===== src/rtl/lc3_decode.sv =====
// LC-3 decode stage: registers the fetched instruction and its PC+1, and
// derives the execute, memory and writeback control fields from the opcode.
module lc3_decode (
    input  logic        clock,
    input  logic        reset,
    input  logic        enable_decode,
    input  logic [15:0] dout,
    input  logic [15:0] npc_in,
    output logic [15:0] IR,
    output logic [15:0] npc_out,
    output logic [5:0]  E_Control,
    output logic        Mem_Control,
    output logic [1:0]  W_Control,
    output logic        decode_valid
);

    localparam logic [3:0] OP_BR  = 4'b0000;
    localparam logic [3:0] OP_ADD = 4'b0001;
    localparam logic [3:0] OP_LD  = 4'b0010;
    localparam logic [3:0] OP_ST  = 4'b0011;
    localparam logic [3:0] OP_AND = 4'b0101;
    localparam logic [3:0] OP_LDR = 4'b0110;
    localparam logic [3:0] OP_STR = 4'b0111;
    localparam logic [3:0] OP_NOT = 4'b1001;
    localparam logic [3:0] OP_LDI = 4'b1010;
    localparam logic [3:0] OP_STI = 4'b1011;
    localparam logic [3:0] OP_JMP = 4'b1100;
    localparam logic [3:0] OP_LEA = 4'b1110;

    localparam logic [1:0] WB_ALU = 2'd0;
    localparam logic [1:0] WB_MEM = 2'd1;
    localparam logic [1:0] WB_PC  = 2'd2;

    logic [3:0] opcode;
    logic       imm_mode;
    logic [1:0] alu_control_next;
    logic [1:0] pcselect1_next;
    logic       pcselect2_next;
    logic       op2select_next;
    logic       mem_control_next;
    logic [1:0] w_control_next;
    logic [5:0] e_control_next;

    assign opcode   = dout[15:12];
    assign imm_mode = dout[5];

    // Pure function of the incoming word; unsupported opcodes fall through
    // to all-zero controls.
    always_comb begin
        alu_control_next = 2'b00;
        pcselect1_next   = 2'b00;
        pcselect2_next   = 1'b0;
        op2select_next   = 1'b0;
        mem_control_next = 1'b0;
        w_control_next   = WB_ALU;
        case (opcode)
            OP_ADD: begin
                alu_control_next = 2'b00;
                op2select_next   = ~imm_mode;
            end
            OP_AND: begin
                alu_control_next = 2'b01;
                op2select_next   = ~imm_mode;
            end
            OP_NOT: begin
                alu_control_next = 2'b10;
                op2select_next   = 1'b1;
            end
            OP_BR, OP_ST: begin
                pcselect1_next = 2'b01;
                pcselect2_next = 1'b1;
            end
            OP_JMP: begin
                pcselect1_next = 2'b11;
            end
            OP_LD: begin
                pcselect1_next = 2'b01;
                pcselect2_next = 1'b1;
                w_control_next = WB_MEM;
            end
            OP_LDR: begin
                pcselect1_next = 2'b10;
                w_control_next = WB_MEM;
            end
            OP_LDI: begin
                pcselect1_next   = 2'b01;
                pcselect2_next   = 1'b1;
                w_control_next   = WB_MEM;
                mem_control_next = 1'b1;
            end
            OP_LEA: begin
                pcselect1_next = 2'b01;
                pcselect2_next = 1'b1;
                w_control_next = WB_PC;
            end
            OP_STR: begin
                pcselect1_next = 2'b10;
            end
            OP_STI: begin
                pcselect1_next   = 2'b01;
                pcselect2_next   = 1'b1;
                mem_control_next = 1'b1;
            end
            default: begin
                alu_control_next = 2'b00;
            end
        endcase
    end

    assign e_control_next = {alu_control_next, pcselect1_next, pcselect2_next, op2select_next};

    // Held fields only move on an enabled edge; decode_valid is a one-cycle
    // marker of a fresh capture.
    always_ff @(posedge clock or negedge reset) begin
        if (!reset) begin
            IR           <= 16'h0000;
            npc_out      <= 16'h0000;
            E_Control    <= 6'b000000;
            Mem_Control  <= 1'b0;
            W_Control    <= 2'b00;
            decode_valid <= 1'b0;
        end else begin
            decode_valid <= enable_decode;
            if (enable_decode) begin
                IR          <= dout;
                npc_out     <= npc_in;
                E_Control   <= e_control_next;
                Mem_Control <= mem_control_next;
                W_Control   <= w_control_next;
            end
        end
    end

endmodule


===== config.mk =====
export PLATFORM = sky130hd
export DESIGN_NAME = lc3_decode
export DESIGN_NICKNAME = d
export VERILOG_FILES = /design/src/rtl/lc3_decode.sv
export SDC_FILE = /design/constraint.sdc
export NUM_CORES = 1
export LEC_CHECK = 0
export CORE_MARGIN = 1.5
export CORE_UTILIZATION = 25
export DETAILED_ROUTE_END_ITERATION = 12
export MAX_ROUTING_LAYER = met4
export SLEW_MARGIN = 30
export SYNTH_ARGS = -nofsm -noshare
export SYNTH_HDL_FRONTEND = slang
export SYNTH_SLANG_ARGS = --single-unit

===== constraint.sdc =====
create_clock -name clock -period 2.4 [get_ports clock]
set_clock_uncertainty 0.1 [all_clocks]
set_input_delay 0.24 -clock clock [delete_from_list [all_inputs] [get_ports clock]]
set_output_delay 0.24 -clock clock [all_outputs]
set_load 0.02 [all_outputs]

# Word-level counts from Yosys, hierarchy flattened
# Cells that the tools add are included.
# totals
register_bits	42
inputBits	35
out_inout_bits	42
wordCells	30
# classes
n_eq_ne	11
n_mux	6
bitwise_logic	1
reduce_logical	6
# ops
operator	n
$eq A4 B4 Y1 const B	5
$eq A4 B3 Y1 const B	3
$eq A4 B2 Y1 const B	2
$pmux W2 S2	2
$pmux W2 S3	1
$reduce_or A2 Y1	3
$reduce_or A6 Y1	1
$eq A4 B1 Y1 const B	1
$logic_not A4 Y1	1
$reduce_or A3 Y1	1
$mux W1	2
$pmux W1 S2	1
$not A1 Y1	1

# Depth between registers and ports, before layout
# logic_depth
ltp_word	3
ltp_mapped	4
depth_no_buf	3

# Worst setup path before layout
# Ideal clock, no wire load.
# synth_timing
kind	input to register
start	in enable_decode
end	reg IR[0]
setup_ns	0.125
t_arrival_ns	0.788
required_time_ns	2.175
setup_slack_ns	1.387
cell_stages	3
path_buffers	2
cell_sequence	buf_6 buf_6 mux2_4
# synth_rtl
element	line_no	rtl
start, declared	6	input logic enable_decode,
end signal, assigned	125	IR <= dout;
end, declared	9	output logic [15:0] IR,
# No word-level cell between the ends.

# Worst setup path after layout
# layout_timing
start	reg E_Control[0]
end	out E_Control[0]
# layout_rtl
element	line_no	rtl
start, declared	11	output logic [5:0] E_Control,
start signal, assigned	127	E_Control <= e_control_next;
# No word-level cell between the ends.

==> results.yml <==
hold_path:
  hold_class: "input port to register"
  hold_depth: 2
  min_from: "enable_decode"
  min_to: "decode_valid$_DFF_PN0_"
clocking:
  cts_tree: "yes"
  cts.sink_count: 42
  clock_latency_ps: 290
  clk_pin_slew_ps: 80
  cts_setup_buffers: 0
  cts_max_path_buffers: 2
  clock-root-buffer: "clkbuf_8"
  cts_made_buffers: 5
  h-tree-depth: 2
routing:
  drt_iter0_drc: 5
  drt-pass1-iter-count: 4
  drc: 0
  ant_nets: 0
  num_vias: 1169
  routedWlPerCell_um: 13.0
  routed_wl_um: 3810
  routed_via_density: 3.99
worst_setup_path:
  crit_family: "buffers and inverters"
  path_cells: "clkdlybuf4s50_1"
  cp_data_required_time_ps: 2060
  startpoint_type: "register"
  slowest_delay_ps: 620
  endpoint_kind: "output port"
  r2r_slack_ps: 1520
  critical_path_arrival_ps: 1290
  crit_type: "register to output port"
  r2r_cells: 1
  cp_max_fo: 2
  timing.rr.start: "IR[8]$_DFFE_PN0P_"
  worst_path_max_delay_cell: "clkdlybuf4s50_1"
  crit_buf_inv: 1
  rr_endpoint: "IR[8]$_DFFE_PN0P_"
floorplanning:
  dieArea_sq_um: 7650
  io_pins: 77
  initial_utilization: 0.261
  core_region_area_sq_um: 6830
  fp-row-count: 30
  dieWidth_um: 87.5
  fp.dieH_um: 87.5
synthesis:
  seq_area_frac_synth: 0.589
  yosysWarnings: 0
  ys_ff_latch: 42
  syn_nets: 152
  syn_area_sq_um: 1780
  synthCells: 117
  avgSynthCellArea_sq_um: 15.2
  synthDistinctLibCells: 20
timing:
  drv_slew: 0
  grt_setup_unrepaired: "no"
  worst_slew_pin_slew_ps: 534
  relSlewSlack: 0.644
  fin_ws_ps: 771
  min_period_ps: 1630
  max_freq_mhz: 614
  setup_viol_count_final: 0
  period_share: 0.679
  hold_slack_ps: 256
  finalHoldViolations: 0
  setup-tns-final_ps: 0
placed_design:
  gp_congestion: 0.688
  port_buffers: 76
  postPlaceCellArea_sq_um: 2610
  dp_hpwl_um: 2600
  place_ws_ps: 786
finish:
  final_cell_mix: "clkdlybuf4s50_1, dfrtp_1, mux2_4, inv_1, o21ai_0"
  stdcell_area_sq_um: 2730
  drive_gt1_frac: 0.213
  final_common_cell: "clkdlybuf4s50_1"
  fin_nets: 231
  syn2layout_area_growth_pct: 53.2
  diodes: 0
grt:
  overflow: 0
  grt_usage: 0.111
  antenna_found_initial: 0
  grt_max_degree: 52
  grt_pass1_wl_um: 6150
  grt_pass1_vias: 1198
outcome:
  status: "complete, no violations"
pwr:
  vdd_drop_max_mv: 0.285
  leakage_nw: 1.20
  power_density_nw_per_um2: 654
  power_mw: 1.79
job:
  cap_violations: 0
## flip-flops by register name, indices dropped and copies added (netlist names)
signal	count
npc_out	16
decode_valid	1
W_Control	2
Mem_Control	1
IR	16
E_Control	6
## routing by layer
metal	share of wire	GRT usage	wire length, um
met4	0.012	0.0346	46
met3	0.055	0.0360	211
met1	0.44	0.137	1690
met2	0.49	0.172	1860
met5	0	-	0
## cell usage after synthesis
library cell	count	area, sq um
o21bai_1	1	7.51
buf_6	5	56.3
mux2i_1	1	10.0
buf_4	1	7.51
nand3_1	1	5.00
nand2_1	3	11.3
a21oi_1	1	5.00
dfrtp_1	42	1050
nand4b_1	3	26.3
inv_1	9	33.8
o21a_1	1	7.51
nor2_1	4	15.0
o2111ai_1	1	8.76
a31oi_1	1	6.26
mux2_4	31	465
o21ai_0	7	35.0
nand4_1	1	6.26
o22ai_1	1	6.26
and2b_1	2	15.0
buf_2	1	5.00
## kinds of logic (layout without fill, tap and decap cells)
kind of cell,after synthesis,after routing,synth area share
mux,32,32,0.266
compound gates,13,13,0.0428
buf+inv,16,96,0.0575
flops,42,42,0.589
simple gates,14,14,0.0442
## where the power goes
part	total [mW]	switching, mW	internal, mW	leakage [nW]
logic	0.427	0.180	0.247	0.642
registers	0.807	0.0348	0.772	0.504
clock network	0.555	0.244	0.310	0.0514
total	1.79	0.459	1.33	1.20
## how the worst max path moves through the flow
stage | from | end | cells after the start
after floorplan | enable_decode | IR[0]$_DFFE_PN0P_ | 3
after global placement | dout[15] | E_Control[2]$_DFFE_PN0P_ | 4
after detailed placement | dout[15] | E_Control[2]$_DFFE_PN0P_ | 4
after CTS | E_Control[4]$_DFFE_PN0P_ | E_Control[4] | 1
after global routing | IR[15]$_DFFE_PN0P_ | IR[15] | 1
final | E_Control[0]$_DFFE_PN0P_ | E_Control[0] | 1
## repair_timing
action / in CTS / in global routing
hold buffers: 1 / 0
resized for setup: 0 / 0
hold endpoints to repair: 42 / 0
## per-stage QoR
step / util / instances
2_1_floorplan: - / 117
3_3_place_gp: 0.383 / 284
3_5_place_dp: 0.383 / 284
4_1_cts: 0.400 / 293
5_1_grt: 0.400 / 293
6_report: 0.400 / 293
## layout make-up
| type | instances | area, sq um |
|---|---|---|
| clock buffer | 6 | 72.6 |
| clock inverter | 2 | 37.5 |
| fill | 692 | 4100 |
| inverter | 9 | 33.8 |
| multi-input combinational | 59 | 631 |
| sequential | 42 | 1050 |
| tap | 96 | 120 |
| timing repair buffer | 79 | 788 |
Power figures use the tool's default switching activity.
